### src/rtl/seg_ui_pkg.sv
// seg_ui_pkg: shared button FSM state type and default debounce timing
package seg_ui_pkg;
  typedef enum logic [1:0] {RELEASED, PRESS_WAIT, HELD, RELEASE_WAIT} btn_state_t;
  localparam int DEF_STABLE_CYCLES = 1000000;
  localparam int DEF_REPEAT_DELAY = 50000000;
  localparam int DEF_REPEAT_PERIOD = 10000000;
endpackage

### src/rtl/sync_2ff.sv
// sync_2ff: 1-bit two-flop synchroniser with synchronous active-low reset
module sync_2ff (
  input  logic clk,
  input  logic rst_n,
  input  logic d,
  output logic q
);
  logic meta;
  // shift the asynchronous input through two flops to settle metastability
  always_ff @(posedge clk) begin
    if (!rst_n) {q, meta} <= 2'b00;
    else {q, meta} <= {meta, d};
  end
endmodule

### src/rtl/button_pulse_debouncer.sv
// button_pulse_debouncer: debounces a raw button into a level and one pulse per press (BTN_AUTOREPEAT_EN adds auto-repeat)
module button_pulse_debouncer
  import seg_ui_pkg::*;
#(
  parameter int STABLE_CYCLES = DEF_STABLE_CYCLES,
  parameter int REPEAT_DELAY = DEF_REPEAT_DELAY,
  parameter int REPEAT_PERIOD = DEF_REPEAT_PERIOD
) (
  input  logic clk,
  input  logic rst_n,
  input  logic btn_raw,
  output logic pulse,
  output logic level,
  output logic busy
);
  localparam int MAX_A = STABLE_CYCLES > REPEAT_DELAY ? STABLE_CYCLES : REPEAT_DELAY;
  localparam int MAX_C = MAX_A > REPEAT_PERIOD ? MAX_A : REPEAT_PERIOD;
  localparam int CW = $clog2(MAX_C) + 1;
  localparam logic [CW-1:0] STB_LAST = CW'(STABLE_CYCLES - 1);
  if (STABLE_CYCLES < 2) begin : g_chk_stable
    $fatal(1, "STABLE_CYCLES must be at least 2");
  end
`ifdef BTN_AUTOREPEAT_EN
  if (REPEAT_PERIOD < 2) begin : g_chk_period
    $fatal(1, "REPEAT_PERIOD must be at least 2");
  end
  localparam logic [CW-1:0] DLY_LAST = CW'(REPEAT_DELAY - 1);
  localparam logic [CW-1:0] PER_LAST = CW'(REPEAT_PERIOD - 1);
  logic rep;
`endif
  btn_state_t state;
  logic btn_s;
  logic [CW-1:0] cnt, cnt_inc;
  sync_2ff u_sync (.clk(clk), .rst_n(rst_n), .d(btn_raw), .q(btn_s));
  assign cnt_inc = (cnt == '1) ? cnt : cnt + 1'b1;
  // debounce FSM with saturating counter; all outputs registered
  always_ff @(posedge clk) begin
    if (!rst_n) begin
      state <= RELEASED;
      cnt <= '0;
      pulse <= 1'b0;
      level <= 1'b0;
      busy <= 1'b0;
`ifdef BTN_AUTOREPEAT_EN
      rep <= 1'b0;
`endif
    end else begin
      pulse <= 1'b0;
      unique case (state)
        RELEASED:
          if (btn_s) begin
            state <= PRESS_WAIT;
            cnt <= '0;
            busy <= 1'b1;
          end
        PRESS_WAIT:
          if (!btn_s) begin
            state <= RELEASED;
            cnt <= '0;
            busy <= 1'b0;
          end else if (cnt == STB_LAST) begin
            state <= HELD;
            cnt <= '0;
            pulse <= 1'b1;
            level <= 1'b1;
            busy <= 1'b0;
`ifdef BTN_AUTOREPEAT_EN
            rep <= 1'b0;
`endif
          end else cnt <= cnt_inc;
        HELD:
          if (!btn_s) begin
            state <= RELEASE_WAIT;
            cnt <= '0;
            busy <= 1'b1;
          end
`ifdef BTN_AUTOREPEAT_EN
          else if (cnt == (rep ? PER_LAST : DLY_LAST)) begin
            cnt <= '0;
            pulse <= 1'b1;
            rep <= 1'b1;
          end else cnt <= cnt_inc;
`endif
        RELEASE_WAIT:
          if (btn_s) begin
            state <= HELD;
            cnt <= '0;
            busy <= 1'b0;
`ifdef BTN_AUTOREPEAT_EN
            rep <= 1'b0;
`endif
          end else if (cnt == STB_LAST) begin
            state <= RELEASED;
            cnt <= '0;
            level <= 1'b0;
            busy <= 1'b0;
          end else cnt <= cnt_inc;
        default: state <= RELEASED;
      endcase
    end
  end
endmodule

### config.mk
export PLATFORM = sky130hd
export DESIGN_NAME = button_pulse_debouncer
export DESIGN_NICKNAME = d
export VERILOG_FILES = /design/src/rtl/seg_ui_pkg.sv /design/src/rtl/sync_2ff.sv /design/src/rtl/button_pulse_debouncer.sv
export SDC_FILE = /design/constraint.sdc
export NUM_CORES = 1
export LEC_CHECK = 0
export CORE_MARGIN = 2
export CORE_UTILIZATION = 30
export CTS_CLUSTER_SIZE = 12
export DETAILED_ROUTE_END_ITERATION = 8
export MAX_ROUTING_LAYER = met4
export RECOVER_POWER = 100
export SKIP_LAST_GASP = 1
export SYNTH_ARGS = -nofsm -noshare
export SYNTH_HDL_FRONTEND = slang
export SYNTH_SLANG_ARGS = --single-unit
### constraint.sdc
create_clock -name clk -period 3.1 [get_ports clk]
set_input_delay 0.775 -clock clk [delete_from_list [all_inputs] [get_ports clk]]
set_output_delay 0.775 -clock clk [all_outputs]
set_load 0.01 [all_outputs]
==> metrics, run 1 <==
Yosys top cell by area dfxtp_1; Final GP Congestion 0.893; CP max FO 23; core footprint 6310 µm²; area share of fa/ha/maj cells after synthesis 0.645%; largest family of logic cells by synthesized area simple AND/OR/NAND/NOR gates; PD cells 412 nW/µm²; initial antenna violation count 0; chip width 84.4 µm; multiplexer share of the synthesized area 0.516%; Clk pwr share 46.5%; sequential share of power 50.1%; total number of vias 1819; Total GRT Usage 15.2%; CTS Hold Bufs 0; CP Launch Point rst_n; Synth-to-Final Area Change 10.8%; crit path capture type flip-flop; largest net degree at the start of global routing 24; r2r endpoint cnt[21]; Seq/Total Area, Yosys 35.1%; nets 246; number of distinct library cells after synthesis 54; TritonCTS sink count 34; power share of the combinational group 3.4%; syn_area_per_cell 8.15 µm²; cell depth of the worst flop-to-flop path 6; Hold Path Class flip-flop to flip-flop; CTS buffer count 5; H-tree levels 2; layout cells sized above 1 8.23%; Die Y 84.4 µm; Pwr Total 885 µW; CTS tree done; Post-synth ARST share 0%; CTS root buf clkbuf_8; switching share of power 22.3%; row count 29; antenna diode count 0; post-route antenna net violation count 0; Starting Density 30.7%; commonest cells after routing, fill and taps aside 34 x dfxtp_1, 19 x nand2_1, 19 x a21oi_1; WL per Instance 15.3 µm; synth warn 0; post-layout util 34.0%; Startpoint Class primary input; Synth Instances 238; synthesized flop and latch total 34; critical path endpoint cnt[10]; setup_tns 0 ns; Final setup violation count 0; DIE AREA 7130 µm²; drc violations 0; Clock Skews 0.00930 ns; CTS clk-pin slew, worst paths 0.08 ns; CP cell instances dlygate4sd3_1, clkbuf_1, nand3_1, a21oi_2, clkbuf_2, o21ai_0, a31oi_1; global-route wire length before repair 8470 µm; final worst path period need 2.55 ns; # port buffers 5; unrepaired setup endpoints after global routing false; fin crit share 82.3%; DR pass1 iterations 4; Post-synth EDFFs 0; worst vdd ir 295 µV; Yosys top cell area share 35.1%; r2r setup slk 0.71 ns; outcome completed; Min Hold Slack 0.437 ns; dpl hpwl 3520 µm; Worst Path Arrival 2.78 ns; Starting DRT DRC Count 152; I/O pin count 6; xor and xnor area share after synthesis 2.71%; P_int 688 µW; MaxCap Viol Count 0; compound-gate portion of the synthesized area 25.5%; clock latency at the later pin of the worst-skew pair 0.29 ns; Pins Over Slew Limit 0; crit-path max cell delay 0.59 ns; vias in the first global route 1662; Mapped Area 1940 µm²; buffers from clock root to sink, at most 2; vias per cell 5.68; FMAX 0.392 GHz; critical path required time 3.33 ns; Routed WL 4890 µm; Setup Crit Path Kind primary input to flip-flop; ranking of synthesized cells by area dfxtp_1 35%, a21oi_1 4.4%, nand2_1 3.7%, nor2_1 3.1%, nand3_1 2.8%; worst-margin pin slew 0.818 ns; relative slew slack 45.0%; Synth Area in Simple Gates 30.4%; commonest non-fill, non-tap cell in the layout dfxtp_1; final hold violations 0; post-synthesis net count 242; number of post-CTS setup repair buffers 0; Most used DFF post-synth dfxtp_1; Pleak 0.694 nW; CP max-delay cell dlygate4sd3_1; fillcell total 664; Congestion Overflow GR 0; Switch Pwr 198 µW; post-CTS resize count 0
-- worst min-delay path by stage --
stage,from,end,slack (ns),cells past startpoint
finish,u_sync.meta,u_sync.q,0.44,1
global route,u_sync.meta,u_sync.q,0.46,1
CTS,u_sync.meta,u_sync.q,0.44,1
detailed placement,u_sync.meta,u_sync.q,0.43,1
global placement,u_sync.meta,u_sync.q,0.41,1
floorplan,u_sync.meta,u_sync.q,0.41,1
-- registers in the layout, indices dropped and copies added (netlist names), named ones only --
register,cells
busy,1
cnt,27
level,1
pulse,1
state,1
u_sync.meta,1
u_sync.q,1
-- logic make-up after synthesis --
family | after synthesis
simple gates | 102
compound gates | 70
flops | 34
buf+inv | 24
xor+xnor | 6
mux | 1
fa+ha+maj | 1
-- area by class of cell --
type / instances / area [µm²] / area share (%)
repair buffers: 8 / 62.6 / 2.91
flip-flops and latches: 34 / 681 / 31.7
clock inverters: 3 / 40.0 / 1.86
multi-input cells: 180 / 1150 / 53.6
inverters: 13 / 48.8 / 2.27
well taps: 77 / 96.3 / 4.48
clock buffers: 5 / 68.8 / 3.20
-- power by group through the flow --
| stage | registers [mW] | clock network, mW | logic [mW] |
|---|---|---|---|
| after floorplan | 0.453 | 0 | 0.0204 |
| after global placement | 0.453 | 0 | 0.0325 |
| after detailed placement | 0.454 | 0 | 0.0322 |
| after CTS | 0.443 | 0.415 | 0.0325 |
| after global routing | 0.444 | 0.434 | 0.0340 |
| final | 0.443 | 0.412 | 0.0301 |
-- layer usage --
metal | track usage, % | share of wire (%)
met2 | 21.5 | 43
met3 | 3.15 | 4.9
met5 | - | 0
met1 | 20.9 | 49
met4 | 6.93 | 2.6
-- critical path, delay by kind of cell --
| kind | cells | cell delay (ns) |
|---|---|---|
| compound gates | 3 | 0.49 |
| simple gates | 1 | 0.15 |
| buf+inv | 3 | 1.37 |
-- Yosys cell counts, types with 4 or more instances --
cell and n:
a21oi_1 17, nor4_1 7, nand3_1 11, a31oi_1 7, inv_1 13, dfxtp_1 34, nand2_1 19, and3_1 6
nor2_1 16, and4_1 4, nor3_1 8, buf_2 5, and2_1 5, xnor2_1 5, o21ai_0 10, nand4_1 6
clkbuf_1 5
-- per-stage QoR --
step                instances  area [µm²]  setup slack (ns)
CTS                       320        2170             0.810
detailed placement        312        2060             0.743
floorplan                 238        1940              1.23
finish                    320        2150             0.550
global route              320        2150             0.357
global placement          312        2060             0.786
Power figures use the tool's default switching activity.
==> inputs of run 2 (changes only) <==
==> constraint.sdc (replaced) <==
create_clock -name clk -period 2.2 [get_ports clk]
set_input_delay 0.55 -clock clk [delete_from_list [all_inputs] [get_ports clk]]
set_output_delay 0.55 -clock clk [all_outputs]
set_load 0.01 [all_outputs]
==> run 2 against run 1 <==
Count of clock-buffer cells in the layout up 2. Worst hold slack barely moved. Sequential share of layout area shrank 1.1 points. Wire length rose by 6.8%. Clock power up 17%. Non-clock buffer count increased by 12. Highest routed layer unchanged.
==> metrics, run 2 (synthesis results as in run 1) <==
final hold violations 0 (unchanged); multi-input logic area 1150 µm² (-0.43%); CTS clk-pin slew, worst paths 0.07 ns (about the same); crit path capture type flip-flop; commonest cells after routing, fill and taps aside 34 x dfxtp_1, 19 x nand2_1, 18 x a21oi_1; WHS Path Cells 1 (unchanged); Switch Pwr 262 µW (+32%); layout cells sized above 1 12.5% (+4.3 points); fillcell total 664 (unchanged); Starting Density 30.7% (unchanged); GRT met3 Usage 2.26% (-0.88 points); dpl hpwl 3880 µm (+10%); r2r endpoint cnt[9]; GRT Max-Usage Layer met2; worst-margin pin slew 0.623 ns (-0.195 ns); total number of vias 1884 (+3.6%); clock latency at the later pin of the worst-skew pair 0.29 ns (about the same); CTS root buf clkbuf_8; Total GRT Usage 15.6% (+0.37 points); power share of the combinational group 4.1% (+0.7 points); H-tree levels 2 (unchanged); unrepaired setup endpoints after global routing false; Critical R2R Launch cnt[11]; sequential share of power 54.2% (+4.1 points); Final WS setup 0.120 ns (-0.430 ns); vias in the first global route 1778 (+7.0%); final worst path period need 2.08 ns; global-route wire length before repair 8670 µm (+2.4%); chip width 84.4 µm (unchanged); DIE AREA 7130 µm² (unchanged); Starting DRT DRC Count 186 (+22%); P_int 891 µW (+30%); Setup Crit Path Kind flip-flop to flip-flop; FMAX 0.481 GHz; post-layout util 35.3% (+1.3 points); switching share of power 22.7% (+0.39 points); commonest non-fill, non-tap cell in the layout dfxtp_1; Clock Skews 0.00821 ns (-0.00109 ns); Hold Path Class flip-flop to flip-flop; antenna diode count 0 (unchanged); Congestion Overflow GR 0 (unchanged); cell depth of the worst flop-to-flop path 5 (-1); CTS tree done; critical path required time 2.38 ns (-0.95 ns); grt met1 use 20.8% (-0.073 points); Final GP Congestion 0.935 (+4.7%); largest net degree at the start of global routing 24 (unchanged); WL per Instance 15.7 µm (+2.9%); nets 258 (+4.9%); setup_tns 0 ns (unchanged); fin crit share 94.6%; core footprint 6310 µm² (unchanged); CTS buffer count 5 (unchanged); Final Non-Filler Cells 332 (+3.8%); DR pass1 iterations 4 (unchanged); Clk pwr share 41.7% (-4.8 points); Routed WL 5220 µm (+6.8%); final instance area 2230 µm² (+3.7%); I/O pin count 6 (unchanged); drc violations 0 (unchanged); max reg flops 27 (unchanged); r2r setup slk 0.12 ns (-0.59 ns); initial antenna violation count 0 (unchanged); Final setup violation count 0 (unchanged); Die Y 84.4 µm (unchanged); PD cells 517 nW/µm² (+26%); CTS Hold Bufs 0 (unchanged); outcome completed; relative slew slack 57.4% (+12 points); routing usage on met2 23.3% (+1.8 points); placed cell count 324 (+3.8%); register area 681 µm² (unchanged); TritonCTS sink count 34 (unchanged); CP max FO 6 (-74%); post-place instance area 2160 µm² (+5.0%); Worst Path Arrival 2.26 ns (-0.52 ns); pre-CTS setup slack 0.173 ns (-0.570 ns); buffers from clock root to sink, at most 2 (unchanged); WHS Endpoint u_sync.q; hold_sp u_sync.meta; number of post-CTS setup repair buffers 0 (unchanged); vias per cell 5.67 (-0.17%); Pins Over Slew Limit 0 (unchanged); row count 29 (unchanged); Synth-to-Final Area Change 14.9%; # port buffers 5 (unchanged); post-route antenna net violation count 0 (unchanged); post-CTS resize count 0 (unchanged); Pleak 0.746 nW (+7.6%); MaxCap Viol Count 0 (unchanged); Largest Register cnt; Startpoint Class flip-flop; worst vdd ir 248 µV (-16%)
[run 2: changes by cell type in the layout (fill, tap and decap cells not counted), sizes merged]
cell / change
bufinv: -1
clkbuf: +2
dlygate4sd3: -1
buf: +12
clkinv: -1
clkdlybuf4s50: +1
[run 2: power by group through the flow]
stage / Clock [mW] / Sequential (mW) / Combinational, mW
floorplan: 0 / 0.638 / 0.0288
global placement: 0 / 0.639 / 0.0495
detailed placement: 0 / 0.639 / 0.0497
CTS: 0.489 / 0.625 / 0.0497
global route: 0.512 / 0.625 / 0.0522
finish: 0.481 / 0.625 / 0.0467
[run 2: cell type report]
class,count,area share [%]
repair buffers,20,7.41
flip-flops and latches,34,30.5
well taps,77,4.32
clock buffers,7,3.87
clock inverters,1,0.224
multi-input cells,180,51.5
inverters,13,2.19
[run 2: through the flow]
step | hold WS (ns) | power, mW
floorplan | 0.412 | 0.667
global placement | 0.418 | 0.689
detailed placement | 0.419 | 0.689
CTS | 0.436 | 1.16
global route | 0.453 | 1.19
finish | 0.437 | 1.15
[run 2: worst max path at each step]
stage	from	endpoint	depth (start not counted)	slack, ns
global placement	rst_n	cnt[11]	5	0.20
floorplan	cnt[10]	cnt[9]	6	0.33
detailed placement	rst_n	cnt[11]	5	0.17
finish	cnt[11]	cnt[9]	5	0.12
CTS	cnt[11]	cnt[9]	5	0.22
global route	cnt[4]	cnt[9]	5	0.03
[run 2: per-layer routing]
| layer | vias to the layer above | share of wire [%] |
|---|---|---|
| li1 | 932 | - |
| met1 | 886 | 48 |
| met2 | 51 | 45 |
| met3 | 15 | 4.1 |
| met4 | 0 | 2.6 |
| met5 | - | 0 |
[run 2: critical path, cell delays in order (launching register included)]
cell	delay (ns)
dfxtp_1	0.42
nand4_2	0.18
or4_4	0.61
o31ai_2	0.45
nor4_1	0.09
a211o_1	0.23
==> inputs of run 3 (changes only) <==
--- a/config.mk
+++ b/config.mk
@@ -9,6 +9,7 @@
 export CORE_UTILIZATION = 30
 export CTS_CLUSTER_SIZE = 12
 export DETAILED_ROUTE_END_ITERATION = 8
+export GPL_TIMING_DRIVEN = 0
 export MAX_ROUTING_LAYER = met4
 export RECOVER_POWER = 100
 export SKIP_LAST_GASP = 1
==> constraint.sdc (replaced) <==
create_clock -name clk -period 2.4 [get_ports clk]
set_input_delay 0.6 -clock clk [delete_from_list [all_inputs] [get_ports clk]]
set_output_delay 0.6 -clock clk [all_outputs]
set_load 0.01 [all_outputs]
==> run 3 against run 2 <==
Worst setup slack gained 0.085 ns. Count of clock-buffer cells in the layout is 1 lower. Total power rose by 11%. Wire length shrank 4.3%. Combinational power shrank 9.9%. Utilization about the same. Maximum frequency shrank 5.2%. Global-route usage fell by 0.45 points. Final cell count is 1.2% lower. Register-to-register slack better by 0.08 ns. Sequential cell count did not move. Clock power increased by 37%. Critical endpoint unchanged.
==> metrics, run 3 (synthesis results as in run 1) <==
outcome completed; commonest non-fill, non-tap cell in the layout dfxtp_1; Starting Density 30.7% (unchanged); Worst Path Arrival 2.38 ns (+0.12 ns); P_int 1.03 mW (+15%); Final GP Congestion 0.886 (-5.2%); largest net degree at the start of global routing 12 (-50%); relative slew slack 53.0% (-4.4 points); cell depth of the worst flop-to-flop path 6 (+1); sequential share of power 44.8% (-9.4 points); Levels on crit path 6 (+1); final worst path period need 2.20 ns (+0.115 ns); fin crit share 91.5% (-3.1 points); Clock Skews 0.00686 ns (-0.00135 ns); pre-CTS setup slack 0.0162 ns (-0.157 ns); crit-path max cell delay 0.65 ns (+0.04 ns); Critical R2R Launch cnt[10]; final hold violations 0 (unchanged); CTS root buf clkbuf_8; CTS tree done; setup_tns 0 ns (unchanged); total number of vias 1873 (-0.58%); row count 29 (unchanged); global-route wire length before repair 8570 µm (-1.2%); Routed WL 4990 µm (-4.3%); delay-heaviest family, CP simple AND/OR/NAND/NOR gates; MaxCap Viol Count 0 (unchanged); CTS Hold Bufs 0 (unchanged); DR pass1 iterations 4 (unchanged); buffers from clock root to sink, at most 2 (unchanged); Synth-to-Final Area Change 15.0%; H-tree levels 2 (unchanged); switching share of power 19.5% (-3.2 points); CTS clk-pin slew, worst paths 0.07 ns (about the same); worst-margin pin slew 0.687 ns (+0.0638 ns); Congestion Overflow GR 0 (unchanged); Clk pwr share 51.9% (+10 points); power share of the combinational group 3.3% (-0.8 points); hold_sp u_sync.meta; Final setup violation count 0 (unchanged); PD cells 571 nW/µm² (+10%); DIE AREA 7130 µm² (unchanged); TritonCTS sink count 34 (unchanged); CP max FO 9 (+3); Startpoint Class flip-flop; drc violations 0 (unchanged); WP buf/inv 1 (+1); vias per cell 5.71 (+0.63%); WHS Path Cells 1 (unchanged); post-layout util 35.4% (+0.040 points); initial antenna violation count 0 (unchanged); Min Hold Slack 0.429 ns (-0.00842 ns); Final WS setup 0.205 ns (+0.0850 ns); layout cells sized above 1 9.96% (-2.6 points); Setup Crit Path Kind flip-flop to flip-flop; Die Y 84.4 µm (unchanged); crit path capture type flip-flop; nets 254 (-1.6%); FMAX 0.455 GHz (-5.2%); core footprint 6310 µm² (unchanged); commonest cells after routing, fill and taps aside 34 x dfxtp_1, 19 x nand2_1, 17 x a21oi_1; Hold Path Class flip-flop to flip-flop; Pins Over Slew Limit 0 (unchanged); number of post-CTS setup repair buffers 0 (unchanged); CTS buffer count 5 (unchanged); vias in the first global route 1741 (-2.1%); Starting DRT DRC Count 117 (-37%); # port buffers 5 (unchanged); CP Launch Point cnt[10]; chip width 84.4 µm (unchanged); fillcell total 648 (-2.4%); CP max-delay cell or4_4; Switch Pwr 248 µW (-5.2%); clock latency at the later pin of the worst-skew pair 0.29 ns (about the same); max reg flops 27 (unchanged); I/O pin count 6 (unchanged); Pleak 0.729 nW (-2.3%); Largest Register cnt; CP cell instances buf_2, nand4_1, or4_4, o31ai_4, nor4_1, a211o_1; critical path required time 2.58 ns (+0.20 ns); antenna diode count 0 (unchanged); worst vdd ir 239 µV (-3.5%); unrepaired setup endpoints after global routing false; post-route antenna net violation count 0 (unchanged); WL per Instance 15.2 µm (-3.2%); Total GRT Usage 15.2% (-0.45 points); dpl hpwl 3660 µm (-5.6%)
[run 3: cell type report]
class | count | area, µm² | area share (%)
inverters | 13 | 48.8 | 2.19
flip-flops and latches | 34 | 681 | 30.5
clock buffers | 6 | 82.6 | 3.70
clock inverters | 2 | 60.1 | 2.69
plain buffers | 11 | 50.0 | 2.24
repair buffers | 5 | 50.0 | 2.24
multi-input cells | 180 | 1160 | 52.1
well taps | 77 | 96.3 | 4.32
[run 3: final timing paths]
kind                                  to  slack (ns)
worst max register to register    cnt[9]        0.20
worst min-delay path            u_sync.q        0.43
worst min register to register  u_sync.q        0.43
worst max-delay path              cnt[9]        0.20
[run 3: worst reg2reg max path, stage by stage (launching register included)]
cell and delay [ns]:
dfxtp_1 0.30, buf_2 0.18, nand4_1 0.24, or4_4 0.65, o31ai_4 0.38, nor4_1 0.10
a211o_1 0.23
[run 3: timing repair]
action                                 in CTS  in global routing
resized for setup                           0                  2
endpoints found under the hold margin       0                  0
setup endpoints to repair                   0                  3
[run 3: layer usage]
layer | track usage (%) | wire length [µm] | up-vias
met5 | - | 0 | -
met4 | 5.05 | 101 | 0
met3 | 2.65 | 239 | 10
met2 | 22.9 | 2250 | 62
met1 | 20.5 | 2400 | 872
li1 | - | - | 929
[run 3: metrics by stage]
| step | cells | area (µm²) | power (mW) |
|---|---|---|---|
| 6_report | 328 | 2230 | 1.28 |
| 3_3_place_gp | 320 | 2090 | 0.627 |
| 3_5_place_dp | 320 | 2090 | 0.627 |
| 5_1_grt | 328 | 2230 | 1.32 |
| 4_1_cts | 328 | 2230 | 1.29 |
| 2_1_floorplan | 238 | 1940 | 0.611 |
[run 3: power groups by stage]
stage	Combinational [mW]	Clock, mW	Sequential, mW
after floorplan	0.0264	0	0.585
after global placement	0.0429	0	0.585
after detailed placement	0.0427	0	0.585
after CTS	0.0433	0.675	0.572
after global routing	0.0469	0.704	0.572
final	0.0421	0.661	0.572
